--- src/rtl/ctrl_decode_pipe.sv ---
// ctrl_decode_pipe: decode-stage control for a MIPS subset pipeline.
// Decodes the ID instruction, owns the ID/EX control register, detects
// load-use and mult/div hazards, and selects the next PC with IF/ID flush.
module ctrl_decode_pipe #(
    parameter int ALU_OP_W = 4,
    parameter int NPC_OP_W = 2,
    parameter int MD_LAT   = 4
) (
    input  logic                clk,
    input  logic                rst,
    input  logic [31:0]         instrD,
    input  logic                validD,
    input  logic                isRsRtEq,
    input  logic                exStall,
    output logic [NPC_OP_W-1:0] npcOp,
    output logic                stallF,
    output logic                stallD,
    output logic                flushD,
    output logic                mdBusy,
    output logic                validE,
    output logic                Regfile_weE,
    output logic                DataMem_weE,
    output logic                memToRegE,
    output logic                hiloWeE,
    output logic [ALU_OP_W-1:0] aluOpE,
    output logic                aluSrc1_muxE,
    output logic                aluSrc2_muxE,
    output logic [1:0]          extOpE,
    output logic [1:0]          regSrc_muxE,
    output logic [4:0]          writeRegE
);

    // ALU operation codes, zero-extended to the configured width
    localparam logic [ALU_OP_W-1:0] ALU_ADD  = ALU_OP_W'(4'd0);
    localparam logic [ALU_OP_W-1:0] ALU_SUB  = ALU_OP_W'(4'd1);
    localparam logic [ALU_OP_W-1:0] ALU_SLT  = ALU_OP_W'(4'd2);
    localparam logic [ALU_OP_W-1:0] ALU_SLTU = ALU_OP_W'(4'd3);
    localparam logic [ALU_OP_W-1:0] ALU_AND  = ALU_OP_W'(4'd4);
    localparam logic [ALU_OP_W-1:0] ALU_OR   = ALU_OP_W'(4'd5);
    localparam logic [ALU_OP_W-1:0] ALU_XOR  = ALU_OP_W'(4'd6);
    localparam logic [ALU_OP_W-1:0] ALU_NOR  = ALU_OP_W'(4'd7);
    localparam logic [ALU_OP_W-1:0] ALU_SLL  = ALU_OP_W'(4'd8);
    localparam logic [ALU_OP_W-1:0] ALU_SRL  = ALU_OP_W'(4'd9);
    localparam logic [ALU_OP_W-1:0] ALU_SRA  = ALU_OP_W'(4'd10);
    localparam logic [ALU_OP_W-1:0] ALU_LUI  = ALU_OP_W'(4'd11);

    // Primary opcodes
    localparam logic [5:0] OP_RTYPE = 6'h00;
    localparam logic [5:0] OP_J     = 6'h02;
    localparam logic [5:0] OP_BEQ   = 6'h04;
    localparam logic [5:0] OP_BNE   = 6'h05;
    localparam logic [5:0] OP_ADDIU = 6'h09;
    localparam logic [5:0] OP_SLTI  = 6'h0A;
    localparam logic [5:0] OP_SLTIU = 6'h0B;
    localparam logic [5:0] OP_ANDI  = 6'h0C;
    localparam logic [5:0] OP_ORI   = 6'h0D;
    localparam logic [5:0] OP_XORI  = 6'h0E;
    localparam logic [5:0] OP_LUI   = 6'h0F;
    localparam logic [5:0] OP_LW    = 6'h23;
    localparam logic [5:0] OP_SW    = 6'h2B;

    // R-type function codes
    localparam logic [5:0] FN_SLL   = 6'h00;
    localparam logic [5:0] FN_SRL   = 6'h02;
    localparam logic [5:0] FN_SRA   = 6'h03;
    localparam logic [5:0] FN_SLLV  = 6'h04;
    localparam logic [5:0] FN_SRLV  = 6'h06;
    localparam logic [5:0] FN_SRAV  = 6'h07;
    localparam logic [5:0] FN_MFHI  = 6'h10;
    localparam logic [5:0] FN_MFLO  = 6'h12;
    localparam logic [5:0] FN_MULT  = 6'h18;
    localparam logic [5:0] FN_MULTU = 6'h19;
    localparam logic [5:0] FN_DIV   = 6'h1A;
    localparam logic [5:0] FN_DIVU  = 6'h1B;
    localparam logic [5:0] FN_ADDU  = 6'h21;
    localparam logic [5:0] FN_SUBU  = 6'h23;
    localparam logic [5:0] FN_AND   = 6'h24;
    localparam logic [5:0] FN_OR    = 6'h25;
    localparam logic [5:0] FN_XOR   = 6'h26;
    localparam logic [5:0] FN_NOR   = 6'h27;
    localparam logic [5:0] FN_SLT   = 6'h2A;
    localparam logic [5:0] FN_SLTU  = 6'h2B;

    localparam logic [1:0] EXT_ZERO  = 2'd0;
    localparam logic [1:0] EXT_SIGN  = 2'd1;
    localparam logic [1:0] EXT_UPPER = 2'd2;

    localparam logic [1:0] RSRC_ALU = 2'd0;
    localparam logic [1:0] RSRC_MEM = 2'd1;
    localparam logic [1:0] RSRC_HI  = 2'd2;
    localparam logic [1:0] RSRC_LO  = 2'd3;

    // Counter wide enough to hold MD_LAT; a zero latency keeps it idle at 0
    localparam int CNT_W = (MD_LAT > 0) ? $clog2(MD_LAT + 1) : 1;
    localparam logic [CNT_W-1:0] MD_LAT_C = CNT_W'(MD_LAT);

    logic [5:0] opcode_s;
    logic [5:0] func_s;
    logic [4:0] rs_s;
    logic [4:0] rt_s;
    logic [4:0] rd_s;
    logic       unused_shamt_s;

    assign opcode_s       = instrD[31:26];
    assign rs_s           = instrD[25:21];
    assign rt_s           = instrD[20:16];
    assign rd_s           = instrD[15:11];
    assign func_s         = instrD[5:0];
    // The shift amount itself is consumed in EX from the forwarded instruction
    assign unused_shamt_s = ^instrD[10:6];

    logic [ALU_OP_W-1:0] dec_alu_op_s;
    logic                dec_src1_s;
    logic                dec_src2_s;
    logic [1:0]          dec_ext_op_s;
    logic [1:0]          dec_reg_src_s;
    logic                dec_rf_we_s;
    logic                dec_mem_we_s;
    logic                dec_mem_to_reg_s;
    logic                dec_hilo_we_s;
    logic [4:0]          dec_write_reg_s;
    logic                dec_reads_rs_s;
    logic                dec_reads_rt_s;
    logic                dec_is_md_s;
    logic                dec_is_mfhilo_s;
    logic                dec_is_beq_s;
    logic                dec_is_bne_s;
    logic                dec_is_j_s;

    // Instruction decode: control fields and register-read usage for the ID instruction
    always_comb begin
        dec_alu_op_s     = ALU_ADD;
        dec_src1_s       = 1'b0;
        dec_src2_s       = 1'b0;
        dec_ext_op_s     = EXT_ZERO;
        dec_reg_src_s    = RSRC_ALU;
        dec_rf_we_s      = 1'b0;
        dec_mem_we_s     = 1'b0;
        dec_mem_to_reg_s = 1'b0;
        dec_hilo_we_s    = 1'b0;
        dec_write_reg_s  = rt_s;
        dec_reads_rs_s   = 1'b0;
        dec_reads_rt_s   = 1'b0;
        dec_is_md_s      = 1'b0;
        dec_is_mfhilo_s  = 1'b0;
        dec_is_beq_s     = 1'b0;
        dec_is_bne_s     = 1'b0;
        dec_is_j_s       = 1'b0;
        case (opcode_s)
            OP_RTYPE: begin
                dec_write_reg_s = rd_s;
                dec_reads_rs_s  = 1'b1;
                dec_reads_rt_s  = 1'b1;
                dec_rf_we_s     = 1'b1;
                case (func_s)
                    FN_ADDU: dec_alu_op_s = ALU_ADD;
                    FN_SUBU: dec_alu_op_s = ALU_SUB;
                    FN_SLT:  dec_alu_op_s = ALU_SLT;
                    FN_SLTU: dec_alu_op_s = ALU_SLTU;
                    FN_AND:  dec_alu_op_s = ALU_AND;
                    FN_OR:   dec_alu_op_s = ALU_OR;
                    FN_XOR:  dec_alu_op_s = ALU_XOR;
                    FN_NOR:  dec_alu_op_s = ALU_NOR;
                    FN_SLLV: dec_alu_op_s = ALU_SLL;
                    FN_SRLV: dec_alu_op_s = ALU_SRL;
                    FN_SRAV: dec_alu_op_s = ALU_SRA;
                    FN_SLL, FN_SRL, FN_SRA: begin
                        // shamt shifts take their amount from the instruction, not rs
                        dec_src1_s     = 1'b1;
                        dec_reads_rs_s = 1'b0;
                        case (func_s)
                            FN_SLL:  dec_alu_op_s = ALU_SLL;
                            FN_SRL:  dec_alu_op_s = ALU_SRL;
                            default: dec_alu_op_s = ALU_SRA;
                        endcase
                    end
                    FN_MFHI, FN_MFLO: begin
                        dec_reads_rs_s  = 1'b0;
                        dec_reads_rt_s  = 1'b0;
                        dec_is_mfhilo_s = 1'b1;
                        dec_reg_src_s   = (func_s == FN_MFHI) ? RSRC_HI : RSRC_LO;
                    end
                    FN_MULT, FN_MULTU, FN_DIV, FN_DIVU: begin
                        dec_rf_we_s   = 1'b0;
                        dec_hilo_we_s = 1'b1;
                        dec_is_md_s   = 1'b1;
                    end
                    default: begin
                        dec_rf_we_s    = 1'b0;
                        dec_reads_rs_s = 1'b0;
                        dec_reads_rt_s = 1'b0;
                    end
                endcase
            end
            OP_ADDIU, OP_SLTI, OP_SLTIU, OP_ANDI, OP_ORI, OP_XORI, OP_LUI, OP_LW: begin
                dec_reads_rs_s = (opcode_s != OP_LUI);
                dec_src2_s     = 1'b1;
                dec_rf_we_s    = 1'b1;
                case (opcode_s)
                    OP_ADDIU: begin dec_alu_op_s = ALU_ADD;  dec_ext_op_s = EXT_SIGN;  end
                    OP_SLTI:  begin dec_alu_op_s = ALU_SLT;  dec_ext_op_s = EXT_SIGN;  end
                    OP_SLTIU: begin dec_alu_op_s = ALU_SLTU; dec_ext_op_s = EXT_SIGN;  end
                    OP_ANDI:  begin dec_alu_op_s = ALU_AND;  dec_ext_op_s = EXT_ZERO;  end
                    OP_ORI:   begin dec_alu_op_s = ALU_OR;   dec_ext_op_s = EXT_ZERO;  end
                    OP_XORI:  begin dec_alu_op_s = ALU_XOR;  dec_ext_op_s = EXT_ZERO;  end
                    OP_LUI:   begin dec_alu_op_s = ALU_LUI;  dec_ext_op_s = EXT_UPPER; end
                    default: begin
                        dec_alu_op_s     = ALU_ADD;
                        dec_ext_op_s     = EXT_SIGN;
                        dec_mem_to_reg_s = 1'b1;
                        dec_reg_src_s    = RSRC_MEM;
                    end
                endcase
            end
            OP_SW: begin
                dec_reads_rs_s = 1'b1;
                dec_reads_rt_s = 1'b1;
                dec_src2_s     = 1'b1;
                dec_ext_op_s   = EXT_SIGN;
                dec_mem_we_s   = 1'b1;
            end
            OP_BEQ, OP_BNE: begin
                dec_reads_rs_s = 1'b1;
                dec_reads_rt_s = 1'b1;
                dec_alu_op_s   = ALU_SUB;
                dec_ext_op_s   = EXT_SIGN;
                dec_is_beq_s   = (opcode_s == OP_BEQ);
                dec_is_bne_s   = (opcode_s == OP_BNE);
            end
            OP_J: begin
                dec_is_j_s = 1'b1;
            end
            default: begin
                dec_rf_we_s = 1'b0;
            end
        endcase
    end

    logic [CNT_W-1:0] md_cnt_r;
    logic             md_busy_s;
    logic             load_use_s;
    logic             md_haz_s;
    logic             hazard_s;
    logic             stall_s;
    logic             issue_s;
    logic             rf_we_next_s;

    assign md_busy_s  = (md_cnt_r != CNT_W'(0));
    assign load_use_s = validE && memToRegE && (writeRegE != 5'd0) &&
                        ((dec_reads_rs_s && (writeRegE == rs_s)) ||
                         (dec_reads_rt_s && (writeRegE == rt_s)));
    assign md_haz_s   = md_busy_s && (dec_is_md_s || dec_is_mfhilo_s);
    assign hazard_s   = validD && (load_use_s || md_haz_s);
    assign stall_s    = exStall || hazard_s;
    // An instruction actually enters EX only when nothing holds or bubbles the stage
    assign issue_s    = !exStall && !hazard_s && validD;
    assign rf_we_next_s = validD && dec_rf_we_s && (dec_write_reg_s != 5'd0);

    assign stallF = stall_s;
    assign stallD = stall_s;
    assign mdBusy = md_busy_s;

    // Next-PC select and IF/ID flush; no redirect while stalled, idle or in reset
    always_comb begin
        npcOp  = NPC_OP_W'(2'd0);
        flushD = 1'b0;
        if (!rst || stall_s || !validD) begin
            npcOp  = NPC_OP_W'(2'd0);
            flushD = 1'b0;
        end else if (dec_is_j_s) begin
            npcOp  = NPC_OP_W'(2'd2);
            flushD = 1'b1;
        end else if ((dec_is_beq_s && isRsRtEq) || (dec_is_bne_s && !isRsRtEq)) begin
            npcOp  = NPC_OP_W'(2'd1);
            flushD = 1'b1;
        end else begin
            npcOp  = NPC_OP_W'(2'd0);
            flushD = 1'b0;
        end
    end

    // ID/EX control register: hold on exStall, bubble on hazard, else load decode
    always_ff @(posedge clk or negedge rst) begin
        if (!rst) begin
            validE       <= 1'b0;
            Regfile_weE  <= 1'b0;
            DataMem_weE  <= 1'b0;
            memToRegE    <= 1'b0;
            hiloWeE      <= 1'b0;
            aluOpE       <= ALU_OP_W'(4'd0);
            aluSrc1_muxE <= 1'b0;
            aluSrc2_muxE <= 1'b0;
            extOpE       <= 2'd0;
            regSrc_muxE  <= 2'd0;
            writeRegE    <= 5'd0;
        end else if (exStall) begin
            validE       <= validE;
            Regfile_weE  <= Regfile_weE;
            DataMem_weE  <= DataMem_weE;
            memToRegE    <= memToRegE;
            hiloWeE      <= hiloWeE;
            aluOpE       <= aluOpE;
            aluSrc1_muxE <= aluSrc1_muxE;
            aluSrc2_muxE <= aluSrc2_muxE;
            extOpE       <= extOpE;
            regSrc_muxE  <= regSrc_muxE;
            writeRegE    <= writeRegE;
        end else if (hazard_s) begin
            validE       <= 1'b0;
            Regfile_weE  <= 1'b0;
            DataMem_weE  <= 1'b0;
            memToRegE    <= 1'b0;
            hiloWeE      <= 1'b0;
            aluOpE       <= ALU_OP_W'(4'd0);
            aluSrc1_muxE <= 1'b0;
            aluSrc2_muxE <= 1'b0;
            extOpE       <= 2'd0;
            regSrc_muxE  <= 2'd0;
            writeRegE    <= 5'd0;
        end else begin
            validE       <= validD;
            Regfile_weE  <= rf_we_next_s;
            DataMem_weE  <= validD && dec_mem_we_s;
            memToRegE    <= validD && dec_mem_to_reg_s;
            hiloWeE      <= validD && dec_hilo_we_s;
            aluOpE       <= dec_alu_op_s;
            aluSrc1_muxE <= dec_src1_s;
            aluSrc2_muxE <= dec_src2_s;
            extOpE       <= dec_ext_op_s;
            regSrc_muxE  <= dec_reg_src_s;
            writeRegE    <= dec_write_reg_s;
        end
    end

    // Mult/div occupancy counter: reload on issue, otherwise count down (even when frozen)
    always_ff @(posedge clk or negedge rst) begin
        if (!rst) begin
            md_cnt_r <= CNT_W'(0);
        end else if (issue_s && dec_is_md_s) begin
            md_cnt_r <= MD_LAT_C;
        end else if (md_cnt_r != CNT_W'(0)) begin
            md_cnt_r <= md_cnt_r - CNT_W'(1);
        end else begin
            md_cnt_r <= md_cnt_r;
        end
    end

endmodule

--- config.mk ---
export PLATFORM = sky130hd
export DESIGN_NAME = ctrl_decode_pipe
export DESIGN_NICKNAME = d
export VERILOG_FILES = /design/src/rtl/ctrl_decode_pipe.sv
export SDC_FILE = /design/constraint.sdc
export NUM_CORES = 1
export LEC_CHECK = 0
export ABC_AREA = 0
export BUFFER_PORTS_ARGS = -buffer_cell sky130_fd_sc_hd__buf_2
export CORE_MARGIN = 1.5
export CORE_UTILIZATION = 29
export CTS_BUF_LIST = sky130_fd_sc_hd__clkbuf_2 sky130_fd_sc_hd__clkbuf_4 sky130_fd_sc_hd__clkbuf_8
export DETAILED_ROUTE_END_ITERATION = 16
export PLACE_DENSITY = 0.56
export SLEW_MARGIN = 15
export SYNTH_ARGS = -nofsm -noshare
export SYNTH_HDL_FRONTEND = slang
export SYNTH_SLANG_ARGS = --single-unit
--- constraint.sdc ---
create_clock -name clk -period 2.2 [get_ports clk]
set_clock_uncertainty 0.05 [all_clocks]
set_input_delay 0.22 -clock clk [delete_from_list [all_inputs] [get_ports clk]]
set_output_delay 0.22 -clock clk [all_outputs]
set_load 0.01 [all_outputs]
==> reports/results.ini <==
[outcome]
outcome = finished, violations left
violations = setup timing

[placed_design]
place_ws_ns = -0.0479
port_buffers = 57
gp_congestion = 0.880
dpl.cell_count = 365
dpl.hpwl_um = 4110

[run]
maxCapViolCount = 0

[drt]
ant_nets = 0
wire_per_inst_um = 13.6
dr.pass1.iters = 4
wl_met1_um = 2280
vias = 1816
vias_per_cell = 4.88
top_layer = met4
met2_length_um = 2410
drc = 0
wl_met3_um = 292
drt_iter0_drc = 45
wl_um = 5050

[grt]
grt_overflow_total = 0
antenna_found_initial = 0
groute.usage.overall_pct = 16.1
grt_max_degree = 24
grt_pass1_vias = 1696
grt_first_pass_wirelength_um = 8020

[floorplanning]
die_h_um = 81.0
dieArea_mm2 = 0.00657
die_x_um = 81.0
start_util_pct = 30.0
placementRows = 28
core-area_mm2 = 0.00589
ios = 63

[finish]
instances_no_fill = 372
final_nets = 337
diodes = 0
drive_above_1_share_pct = 40.7
fillers = 629
syn_to_final_growth_pct = 39.8

[power_and_ir_drop]
p_sw_share_pct = 33.7
p_leak_nw = 1.15
internal-power_mw = 0.832
seq_power_share_pct = 40.1
p_per_area_mw_per_mm2 = 509
p_sw_mw = 0.424
pwr-share-clk_pct = 21.8
power_frac_comb_pct = 38.1
vdd_drop_max_uv = 308
power.total_mw = 1.26

[timing]
hold_violations = 0
relSlewSlack_pct = 62.5
fin_crit_ns = 2.42
rsz0062_at_grt = yes
fin_crit_sh_pct = 110
maxSlewViolCount = 0
tightest_slew_ns = 0.548
worst_hold_slack_ns = 0.200
worst_slack_ns = -0.217
fmax_mhz = 414
finalSetupViolCount = 20

[worst_setup_path]
slowest_stage = or4_4
critical_path_class = reg2out
required_ns = 1.93
worstPathCellList = buf_4, or4_4, nor2_4, nor4_2, o21ai_1, nand3_2, a211oi_2, buf_2
crit_fanout = 4
end_kind = output port
critPathTopFamily = simple AND/OR/NAND/NOR gates
crit_buf_inv = 2
critPathLaunchType = flop
cp_slowest_stage_delay_ns = 0.43
critPathArrivalTime_ns = 2.15

[synth]
syn-num-nets = 254
synth_cell_types = 48
synth-seq-cells = 23
yosysTopAreaCellShare_pct = 32.6
yosysTopAreaCell = dfrtp_1
ys.flop_type = dfrtp_1
async_flop_share_pct = 100
avgSynthCellArea_um2 = 8.21
synthCells = 215
synthTopCellsByArea = dfrtp_1, nand2_1, o21ai_2
yosysSeqAreaShare_pct = 32.6
synth_commonest_cells = nand2_1, dfrtp_1, nor2_1, o21ai_0, inv_1
synth_warnings = 0
synth_edf_count = 0
synth_most_common_cell = nand2_1
netlist_area_mm2 = 0.00177

[clocking]
htreeDepth = 1
clk_latency_ns = 0.27
cts_buffers = 3
clkTransAtPathRegs_ns = 0.08
clock-sinks = 23
cts_tree = done
clock_path_buffers = 2
root_buffer = clkbuf_8

[hold_path]
hold_path_class = in2reg

-- layer usage --
layer | GRT usage, % | vias to the layer above
met5 | 0 | -
met4 | 6.03 | 0
met3 | 2.58 | 5
met2 | 26.3 | 47
met1 | 21.3 | 841
li1 | - | 923
-- layout by cell type, fill, tap and decap left out, drive strengths merged, types with 3 or more instances in the layout --
cell and n:
nor4 3, o21ai 25, nand2 33, xnor2 6, and3 3, nand3 6
a31oi 5, o31ai 3, nor3 5, or4 4, clkbuf 3, a21oi 10
nor2b 6, nor2 19, xor2 7, buf 90, dfrtp 23, mux2i 6
inv 11
-- sequential cells by signal (all words and copies together), names as in the netlist --
register      cells
md_cnt_r          3
extOpE            2
validE            1
writeRegE         5
DataMem_weE       1
Regfile_weE       1
regSrc_muxE       2
hiloWeE           1
aluSrc2_muxE      1
aluOpE            4
memToRegE         1
aluSrc1_muxE      1
-- stage by stage --
step           area (um^2)  util [%]  TNS (ns)
2_1_floorplan         1790         -    -0.114
3_3_place_gp          2310      39.3    -0.227
3_5_place_dp          2310      39.3    -0.627
4_1_cts               2450      41.7     -2.76
5_1_grt               2470      41.9     -4.96
6_report              2470      41.9     -2.41
-- logic make-up after synthesis --
group                      after synthesis  share of synthesized area [%]
and+or+nand+nor                         85                           24.0
AOI/OAI and AO/OA                       61                           24.5
buffers and inverters                   24                           6.94
DFF                                     23                           32.6
xor gates and xnor gates                13                           6.45
muxes                                    7                           4.04
adders and majority gates                2                           1.42
-- worst reg2reg max path, delay by kind of cell, from the launching register on --
| family | cells | cell delay (ns) |
|---|---|---|
| AOI/OAI and AO/OA | 3 | 0.43 |
| buffers and inverters | 5 | 0.72 |
| and+or+nand+nor | 3 | 0.67 |
| DFF | 1 | 0.41 |
-- power groups by stage --
| stage | sequential, mW | combinational [mW] | clock, mW |
|---|---|---|---|
| detailed placement | 0.512 | 0.461 | 0 |
| floorplan | 0.522 | 0.264 | 0 |
| global placement | 0.509 | 0.454 | 0 |
| global route | 0.509 | 0.535 | 0.302 |
| CTS | 0.504 | 0.484 | 0.284 |
| finish | 0.503 | 0.479 | 0.274 |
-- layout make-up --
type                       instances  area [um^2]  area share [%]
multi-input combinational        168         1150            46.7
inverter                          11         41.3            1.67
clock buffer                       3         41.3            1.67
tap                               75         93.8            3.80
sequential                        23          577            23.4
clock inverter                     1         5.00           0.203
timing repair buffer              91          558            22.6
-- worst paths after layout --
path,slack (ns),startpoint,end,cells past startpoint
hold / removal,0.20,instrD[11],writeRegE[0],3
setup reg to reg,-0.16,writeRegE[4],aluSrc2_muxE,11
min in group asynchronous,0.44,rst,validE,3
setup / recovery,-0.22,writeRegE[4],flushD,8
max in group asynchronous,1.41,rst,writeRegE[0],3
hold reg to reg,0.44,aluOpE[0],aluOpE[0],2
-- what timing repair did --
action                                  in CTS  in global routing
buffers inserted                             2                  0
endpoints found under the hold margin       23                  0
gates cloned                                 0                  0
pin swaps                                    6                  0
resized for setup                           14                  2
endpoints found under the setup margin      28                 22
hold buffers                                 1                  0
(Power assumes the default switching activity.)
